<file path="config.mk">
export PLATFORM = sky130hd
export DESIGN_NAME = remote_comm
export DESIGN_NICKNAME = d
export VERILOG_FILES = /design/src/rtl/remote_comm.sv
export SDC_FILE = /design/constraint.sdc
export NUM_CORES = 1
export LEC_CHECK = 0
export ABC_AREA = 1
export BUFFER_PORTS_ARGS = -buffer_cell sky130_fd_sc_hd__buf_2
export CAP_MARGIN = 20
export CORE_MARGIN = 2
export CORE_UTILIZATION = 46
export CTS_CLUSTER_DIAMETER = 50
export CTS_CLUSTER_SIZE = 12
export DETAILED_ROUTE_END_ITERATION = 10
export PLACE_DENSITY = 0.68
export SYNTH_ARGS = -nofsm -noshare
export SYNTH_HDL_FRONTEND = slang
export SYNTH_SLANG_ARGS = --single-unit
</file>
<file path="constraint.sdc">
create_clock -name clk -period 3.1 [get_ports clk]
set_input_delay 0.31 -clock clk [delete_from_list [all_inputs] [get_ports clk]]
set_output_delay 0.31 -clock clk [all_outputs]
set_load 0.05 [all_outputs]
</file>
<file path="src/rtl/remote_comm.sv">
// remote_comm: host-side command transmitter / response receiver for the
// Knight robot UART link. A 16-bit command is sent as two back-to-back 8N1
// frames (high byte first); every received byte is presented on resp.
// Optional feature macro: RC_RESP_CLR_EN -- when defined, accepting a new
// command also drops resp_rdy so a stale acknowledge cannot satisfy it.
module remote_comm #(
  parameter int BAUD_DIV = 434
) (
  input  logic        clk,
  input  logic        rst_n,
  input  logic        RX,
  output logic        TX,
  input  logic [15:0] cmd,
  input  logic        snd_cmd,
  output logic        cmd_snt,
  output logic        resp_rdy,
  output logic [7:0]  resp
);

  localparam int CW = $clog2(BAUD_DIV);
  localparam logic [CW-1:0] BIT_END  = CW'(BAUD_DIV - 1);
  localparam logic [CW-1:0] HALF_END = CW'(BAUD_DIV / 2 - 1);

  typedef enum logic [1:0] {TX_IDLE, TX_HIGH, TX_LOW} tx_state_t;
  typedef enum logic [1:0] {RX_IDLE, RX_START, RX_DATA, RX_STOP} rx_state_t;

  tx_state_t       tx_state;
  logic [CW-1:0]   tx_baud;
  logic [3:0]      tx_bit;
  logic [8:0]      tx_shift;
  logic [7:0]      cmd_lo;

  rx_state_t       rx_state;
  logic [CW-1:0]   rx_baud;
  logic [2:0]      rx_bit;
  logic [7:0]      rx_shift;
  logic            rx_meta;
  logic            rx_sync;
  logic            rx_prev;

  logic cmd_accept;
  logic tx_bit_done;
  logic tx_frame_done;
  logic tx_load_low;
  logic tx_shift_en;
  logic rx_bit_done;
  logic rx_start_edge;
  logic resp_clr;

  assign cmd_accept    = (tx_state == TX_IDLE) && snd_cmd;
  assign tx_bit_done   = (tx_baud == BIT_END);
  assign tx_frame_done = tx_bit_done && (tx_bit == 4'd9);
  assign tx_load_low   = (tx_state == TX_HIGH) && tx_frame_done;
  assign tx_shift_en   = (tx_state != TX_IDLE) && tx_bit_done && !tx_frame_done;

  assign rx_bit_done   = (rx_baud == BIT_END);
  assign rx_start_edge = (rx_state == RX_IDLE) && rx_prev && !rx_sync;

`ifdef RC_RESP_CLR_EN
  assign resp_clr = rx_start_edge || cmd_accept;
`else
  assign resp_clr = rx_start_edge;
`endif

  // Transmit byte staging: high byte goes straight into the shifter, low byte waits in cmd_lo.
  always_ff @(posedge clk) begin
    if (cmd_accept) begin
      tx_shift <= {1'b1, cmd[15:8]};
      cmd_lo   <= cmd[7:0];
    end else if (tx_load_low) begin
      tx_shift <= {1'b1, cmd_lo};
    end else if (tx_shift_en) begin
      tx_shift <= {1'b1, tx_shift[8:1]};
    end
  end

  // Command sequencer: start bit is driven directly, data/stop bits come from the shifter.
  always_ff @(posedge clk or negedge rst_n) begin
    if (!rst_n) begin
      tx_state <= TX_IDLE;
      TX       <= 1'b1;
      cmd_snt  <= 1'b0;
      tx_baud  <= '0;
      tx_bit   <= '0;
    end else begin
      case (tx_state)
        TX_IDLE: begin
          if (snd_cmd) begin
            cmd_snt  <= 1'b0;
            TX       <= 1'b0;
            tx_baud  <= '0;
            tx_bit   <= '0;
            tx_state <= TX_HIGH;
          end
        end
        TX_HIGH, TX_LOW: begin
          if (tx_bit_done) begin
            tx_baud <= '0;
            if (tx_bit == 4'd9) begin
              tx_bit <= '0;
              if (tx_state == TX_HIGH) begin
                // Low byte start bit follows the high byte stop bit with no gap.
                TX       <= 1'b0;
                tx_state <= TX_LOW;
              end else begin
                TX       <= 1'b1;
                cmd_snt  <= 1'b1;
                tx_state <= TX_IDLE;
              end
            end else begin
              TX     <= tx_shift[0];
              tx_bit <= tx_bit + 4'd1;
            end
          end else begin
            tx_baud <= tx_baud + CW'(1);
          end
        end
        default: tx_state <= TX_IDLE;
      endcase
    end
  end

  // Receive shifter: LSB arrives first, so shift in from the top.
  always_ff @(posedge clk) begin
    if ((rx_state == RX_DATA) && rx_bit_done) begin
      rx_shift <= {rx_sync, rx_shift[7:1]};
    end
  end

  // Receiver: synchronize RX, detect start edge, sample each bit at its midpoint.
  always_ff @(posedge clk or negedge rst_n) begin
    if (!rst_n) begin
      rx_meta  <= 1'b1;
      rx_sync  <= 1'b1;
      rx_prev  <= 1'b1;
      rx_state <= RX_IDLE;
      rx_baud  <= '0;
      rx_bit   <= '0;
      resp     <= 8'h00;
      resp_rdy <= 1'b0;
    end else begin
      rx_meta <= RX;
      rx_sync <= rx_meta;
      rx_prev <= rx_sync;
      if (resp_clr) begin
        resp_rdy <= 1'b0;
      end
      case (rx_state)
        RX_IDLE: begin
          if (rx_start_edge) begin
            rx_baud  <= '0;
            rx_state <= RX_START;
          end
        end
        RX_START: begin
          if (rx_baud == HALF_END) begin
            rx_baud <= '0;
            // A start bit that is high at its midpoint was a glitch.
            if (rx_sync) begin
              rx_state <= RX_IDLE;
            end else begin
              rx_bit   <= '0;
              rx_state <= RX_DATA;
            end
          end else begin
            rx_baud <= rx_baud + CW'(1);
          end
        end
        RX_DATA: begin
          if (rx_bit_done) begin
            rx_baud <= '0;
            rx_bit  <= rx_bit + 3'd1;
            if (rx_bit == 3'd7) begin
              rx_state <= RX_STOP;
            end
          end else begin
            rx_baud <= rx_baud + CW'(1);
          end
        end
        RX_STOP: begin
          if (rx_bit_done) begin
            // Byte is delivered whatever the stop bit level turned out to be.
            rx_baud  <= '0;
            resp     <= rx_shift;
            resp_rdy <= 1'b1;
            rx_state <= RX_IDLE;
          end else begin
            rx_baud <= rx_baud + CW'(1);
          end
        end
        default: rx_state <= RX_IDLE;
      endcase
    end
  end

endmodule

</file>
==> results of run 1 <==
==> placed cells by master, fill, tap and decap left out, drive strengths merged <==
cell      n
nor3      2
xor2      8
dfstp     4
a21oi     6
o211ai    1
buf      30
or2       1
nor2     35
bufinv    2
dfrtp    39
edfxtp   24
nand3    28
inv      57
nand4     3
nand2   112
o31ai     1
clkinv    3
clkbuf   11
xnor2     2
a31o      1
ha       13
mux2i     1
o22ai     7
o21ai    18
==> registers in the layout, summed over array words and instances (netlist names), 2 cells and up, named ones only <==
name and count:
cmd_lo 8, resp 8, rx_baud 9, rx_bit 3, rx_shift 8, tx_baud 9
tx_bit 4, tx_shift 8, tx_state 2
==> where the power goes <==
group          switching, mW  total, mW  internal (mW)
registers              0.118       1.22           1.10
clock network          0.324      0.777          0.452
logic                  0.643      0.946          0.303
total                   1.09       2.94           1.85
==> cells by family (layout without fill, tap and decap cells) <==
group	Yosys count	in the layout	share of synthesized area
muxes	1	1	0.00308
buffers and inverters	62	103	0.0743
AOI/OAI and AO/OA	34	34	0.0612
adders and majority gates	13	13	0.0500
and+or+nand+nor	181	181	0.230
xor gates and xnor gates	10	10	0.0269
DFF	67	67	0.554
==> cells in the mapped netlist <==
| cell | n | share of area |
|---|---|---|
| inv_1 | 44 | 0.051 |
| o211ai_1 | 1 | 0.0023 |
| mux2i_1 | 1 | 0.0031 |
| nand3_1 | 27 | 0.042 |
| a31o_1 | 1 | 0.0027 |
| nor3_1 | 2 | 0.0031 |
| edfxtp_1 | 24 | 0.22 |
| nand3_2 | 1 | 0.0031 |
| nand2_1 | 110 | 0.13 |
| buf_4 | 1 | 0.0023 |
| ha_1 | 13 | 0.050 |
| dfstp_2 | 4 | 0.032 |
| xnor2_1 | 2 | 0.0054 |
| o21ai_0 | 3 | 0.0046 |
| buf_2 | 4 | 0.0062 |
| xor2_1 | 8 | 0.022 |
| o21ai_1 | 14 | 0.022 |
| nor2_2 | 2 | 0.0038 |
| o31ai_1 | 1 | 0.0023 |
| nand4_1 | 3 | 0.0058 |
| nand2_2 | 2 | 0.0038 |
| a21oi_1 | 6 | 0.0092 |
| inv_2 | 13 | 0.015 |
| dfrtp_1 | 39 | 0.30 |
| o22ai_1 | 7 | 0.013 |
| or2_2 | 1 | 0.0019 |
| nor2_4 | 1 | 0.0035 |
| o21ai_4 | 1 | 0.0050 |
| nor2_1 | 32 | 0.037 |
==> stage by stage <==
stage | instance area (µm²) | setup WS [ns] | hold WS, ns | total power [mW] | cells
2_1_floorplan | 3250 | 1.39 | 0.0144 | 1.98 | 368
3_3_place_gp | 3490 | 1.25 | 0.348 | 2.15 | 489
3_5_place_dp | 3490 | 1.18 | 0.354 | 2.18 | 489
4_1_cts | 3700 | 1.15 | 0.0597 | 2.97 | 505
5_1_grt | 3700 | 0.977 | 0.0586 | 3.17 | 505
6_report | 3700 | 1.17 | 0.0758 | 2.94 | 505
==> final cells by class <==
class,count,share of cell area
Inverter,57,0.0578
Clock inverter,5,0.0213
Clock buffer,11,0.0355
Multi-Input combinational cell,239,0.326
Timing Repair Buffer,30,0.0405
Sequential cell,67,0.486
Tap cell,96,0.0324
==> layer usage <==
| layer | vias to the layer above | track usage |
|---|---|---|
| met5 | - | 0 |
| met4 | 0 | 0.0606 |
| met3 | 7 | 0.0481 |
| met2 | 41 | 0.264 |
| met1 | 1126 | 0.209 |
| li1 | 1241 | - |
==> how the worst max path moves through the flow <==
| stage | startpoint | depth (start not counted) | to | slack [ns] |
|---|---|---|---|---|
| final | tx_bit[1] | 8 | tx_shift[2] | 1.17 |
| after global routing | tx_bit[1] | 8 | tx_shift[2] | 0.98 |
| after CTS | tx_bit[1] | 8 | tx_shift[2] | 1.15 |
| after detailed placement | tx_bit[1] | 8 | tx_shift[5] | 1.18 |
| after global placement | tx_bit[1] | 8 | tx_shift[5] | 1.25 |
| after floorplan | tx_bit[1] | 8 | tx_shift[0] | 1.39 |
==> results.json, run 1 <==
{
  "nets": 437,
  "clk_latency_ns": 0.33,
  "critPathMaxStageDelay_ns": 0.41,
  "synth_cell_types": 29,
  "clk_pin_slew_ns": 0.07,
  "hp-class": "in2reg",
  "cts_setup_buffers": 0,
  "cts_hold_buf": 0,
  "crit_path_start_kind": "register",
  "grt_overflow": 0,
  "via_per_inst": 4.78,
  "r2r-start": "tx_bit[1]",
  "die_area_mm2": 0.00776,
  "holdPathStages": 1,
  "pin_count": 31,
  "ys_ff_latch": 67,
  "cts_tree": "built",
  "finalCriticalPeriod_ns": 1.93,
  "syn_inst": 368,
  "dpl.hpwl_mm": 4.09,
  "cts_buffer_depth": 2,
  "grt_util_all_layers": 0.164,
  "grt_max_degree": 44,
  "crit_chain": "inv_1 -> ha_1 -> nand2_1 -> nor2_2 -> inv_2 -> nor2_1 -> nand2_1 -> nand3_1",
  "worstPathMaxFanout": 8,
  "drc": 0,
  "final_util": 0.542,
  "drt_iter0_drc": 106,
  "grt_pass1_wl_mm": 9.81,
  "rows": 30,
  "drive_above_1_share": 0.169,
  "num_vias": 2415,
  "grt_pass1_vias": 2276,
  "root_buffer": "clkbuf_8",
  "cts_inserted_buffers": 9,
  "grt_setup_unrepaired": "false",
  "syn_area_mm2": 0.00325,
  "met3_length_um": 233,
  "seqCellArea_mm2": 0.00180,
  "max_freq_mhz": 518,
  "worstSetupPathType": "reg2reg",
  "slew_violations": 0,
  "dr_wl_met2_mm": 2.69,
  "diodes": 0,
  "crit_arrival_ns": 1.92,
  "ant_nets": 0,
  "first_pass_iters": 4,
  "antenna_found_initial": 0,
  "fin_crit_sh": 0.623,
  "cp_top_family": "simple AND/OR/NAND/NOR gates",
  "hold_start": "RX",
  "syn_avg_cell_area_um2": 8.84,
  "seq_area_frac_synth": 0.554,
  "route.top_layer_used": "met4",
  "wl_per_cell_um": 11.4,
  "cts_max_level": 3,
  "multiInputGateArea_mm2": 0.00121,
  "p_leak_nw": 1.85,
  "start_util": 0.476,
  "synth_fp_nets": 401,
  "hold_viol_final": 0,
  "skew_ns": 0.00815,
  "cpMaxStageDelayCell": "dfrtp_1",
  "tns_ns": 0,
  "regToRegSetupSlack_ns": 1.17,
  "core_area_mm2": 0.00683,
  "p_per_area_mw_per_mm2": 793,
  "status": "complete, no violations",
  "maxCapViolCount": 0,
  "cts.sinks": 67,
  "worstReg2RegEnd": "tx_shift[2]",
  "syn2layout_area_growth_pct": 13.9,
  "worst_setup_path_end_kind": "register",
  "whs_endpoint": "rx_meta",
  "worstPathRequired_ns": 3.09,
  "vdd_drop_max_v": 0.000316,
  "gp_congestion": 0.831,
  "die_x_um": 88.1,
  "wirelength_mm": 5.77,
  "tightest_slew_ns": 0.936,
  "fillers": 626,
  "port_buffers": 30,
  "setup_violations": 0,
  "die_h_um": 88.1,
  "drt-met1-wl_mm": 2.77,
  "crit_buf_inv": 2,
  "yosys_warnings": 0,
  "r2r_cells": 8,
  "crit_top_cell": "nand2_1",
  "max_slew_margin": 0.376,
  "cts_resized": 0
}
Power figures use the tool's default switching activity.
==> inputs of run 2 (changes only) <==
--- a/config.mk
+++ b/config.mk
@@ -13,7 +13,7 @@
 export CTS_CLUSTER_DIAMETER = 50
 export CTS_CLUSTER_SIZE = 12
 export DETAILED_ROUTE_END_ITERATION = 10
-export PLACE_DENSITY = 0.68
+export PLACE_DENSITY = 0.71
 export SYNTH_ARGS = -nofsm -noshare
 export SYNTH_HDL_FRONTEND = slang
 export SYNTH_SLANG_ARGS = --single-unit
==> constraint.sdc (replaced) <==
create_clock -name clk -period 1.5 [get_ports clk]
set_input_delay 0.15 -clock clk [delete_from_list [all_inputs] [get_ports clk]]
set_output_delay 0.15 -clock clk [all_outputs]
set_load 0.05 [all_outputs]
==> run 2 against run 1 <==
Effect of this change: the run now ends with setup timing left; die area is the same; combinational power rose to 3.6 times the previous value; via count is 10% higher; core utilization increased by 9.9 points; count of clock-buffer cells in the layout grew 1; cell count is 10% higher; clock skew is 0.0037 ns higher; sequential cell count stayed put; sequential power up 100%; sequential share of layout area fell by 7.5 points; power grew 150%.
==> results.json, run 2 (synthesis gave the netlist of run 1 again) <==
{
  "status": "finished, violations left",
  "violations": "setup timing",
  "holdPathStages": 3,
  "drt_iter0_drc": 120,
  "fin_ws_ns": -0.170,
  "tightest_slew_ns": 0.292,
  "tns_ns": -2.36,
  "finalInstanceArea_mm2": 0.00438,
  "met3_length_um": 244,
  "dp_cells": 523,
  "max_slew_margin": 0.804,
  "grt_overflow": 0,
  "cts_max_level": 3,
  "num_vias": 2666,
  "worstPathMaxFanout": 8,
  "ant_nets": 0,
  "fillers": 569,
  "grt_pass1_vias": 2644,
  "rows": 30,
  "antenna_found_initial": 0,
  "skew_ns": 0.0118,
  "hold_viol_final": 0,
  "hold_start": "cmd[10]",
  "clk_pin_slew_ns": 0.07,
  "grt_max_degree": 44,
  "whs_ns": 0.0802,
  "dr_wl_met2_mm": 3.67,
  "port_buffers": 30,
  "detailed_place.area_mm2": 0.00382,
  "diodes": 0,
  "p_seq_frac": 0.340,
  "layout_commonest_cell": "nand2_1",
  "grt_util_all_layers": 0.187,
  "crit_arrival_ns": 1.77,
  "start_util": 0.476,
  "grt_setup_unrepaired": "true",
  "setup_violations": 21,
  "worst_setup_path_end_kind": "register",
  "wirelength_mm": 7.07,
  "hp-class": "in2reg",
  "maxCapViolCount": 0,
  "core_area_mm2": 0.00683,
  "cts.sinks": 67,
  "pre_cts_ws_ns": -0.145,
  "final_cells": 558,
  "pin_count": 31,
  "mostFrequentLayoutCells": "nand2_1 (94), dfrtp_1 (39), inv_1 (38), buf_4 (37), buf_2 (30)",
  "clock_power_share": 0.199,
  "p_sw_frac": 0.387,
  "grt_pass1_wl_mm": 11.3,
  "root_buffer": "clkbuf_8",
  "cts_tree": "built",
  "finalCriticalPeriod_ns": 1.67,
  "syn2layout_area_growth_pct": 34.7,
  "r2r_cells": 11,
  "via_per_inst": 4.78,
  "drive_above_1_share": 0.333,
  "slew_violations": 0,
  "crit_path_start_kind": "register",
  "max_freq_mhz": 599,
  "worstPathRequired_ns": 1.60,
  "reg_top3": "rx_baud (9), tx_baud (9)",
  "nets": 490,
  "whs_endpoint": "tx_shift[2]",
  "internal-power_mw": 4.48,
  "worstReg2RegEnd": "tx_shift[0]",
  "regToRegSetupSlack_ns": -0.17,
  "route.top_layer_used": "met4",
  "comb_power_share": 0.461,
  "drt-met1-wl_mm": 3.03,
  "vdd_drop_max_v": 0.000738,
  "cts_inserted_buffers": 9,
  "dpl.hpwl_mm": 4.47,
  "wl_per_cell_um": 12.7,
  "gp_congestion": 0.862,
  "die_area_mm2": 0.00776,
  "cts_buffer_depth": 2,
  "r2r-start": "tx_bit[1]",
  "drc": 0,
  "worstSetupPathType": "reg2reg",
  "clk_latency_ns": 0.35,
  "die_x_um": 88.1,
  "p_sw_mw": 2.83,
  "first_pass_iters": 5,
  "p_leak_nw": 2.16,
  "p_per_area_mw_per_mm2": 1670,
  "die_h_um": 88.1,
  "fin_crit_sh": 1.11
}
-- run 2: critical path: stages (launching register included) --
cell,delay (ns)
dfrtp_1,0.38
inv_1,0.06
ha_2,0.16
nand2_2,0.06
nor2_4,0.13
inv_2,0.06
nor2_4,0.10
inv_2,0.06
nor2_4,0.20
nand2_1,0.09
nand3_1,0.08
nand2_1,0.05
-- run 2: timing repair --
action,in CTS,in global routing
hold buffers,10,0
pin swaps,14,23
endpoints found under the hold margin,48,0
setup endpoints to repair,40,64
resized for setup,17,41
setup buffers,4,7
-- run 2: final cells by class --
type,count,area (µm²),area share
flip-flops and latches,67,1800,0.411
well taps,96,120,0.0274
clock buffers,12,135,0.0308
clock inverters,4,52.6,0.0120
multi-input cells,239,1440,0.328
inverters,57,221,0.0506
repair buffers,83,613,0.140
-- run 2: metal layers --
metal	GRT usage	vias to the layer above
met3	0.0368	10
met1	0.230	1266
met5	0	-
li1	-	1344
met4	0.0895	0
met2	0.317	46
-- run 2: stage by stage --
stage	utilization	total power, mW
floorplan	-	4.21
global placement	0.559	5.00
detailed placement	0.559	5.10
CTS	0.614	6.83
global route	0.641	7.79
finish	0.641	7.31
-- run 2: worst max path at each step --
stage	slack [ns]	cells after the start	start	end
after detailed placement	-0.15	11	tx_bit[1]	tx_shift[1]
final	-0.17	11	tx_bit[1]	tx_shift[0]
after CTS	-0.15	11	tx_bit[1]	tx_shift[0]
after floorplan	-0.06	11	tx_bit[1]	tx_shift[0]
after global routing	-0.32	11	tx_bit[1]	tx_shift[6]
after global placement	-0.05	11	tx_bit[1]	tx_shift[3]
-- run 2: power by group through the flow --
stage / logic, mW / clock network (mW) / registers, mW
6_report: 3.37 / 1.45 / 2.49
5_1_grt: 3.71 / 1.56 / 2.53
4_1_cts: 2.88 / 1.48 / 2.47
3_5_place_dp: 2.60 / 0 / 2.50
3_3_place_gp: 2.51 / 0 / 2.49
2_1_floorplan: 1.67 / 0 / 2.54
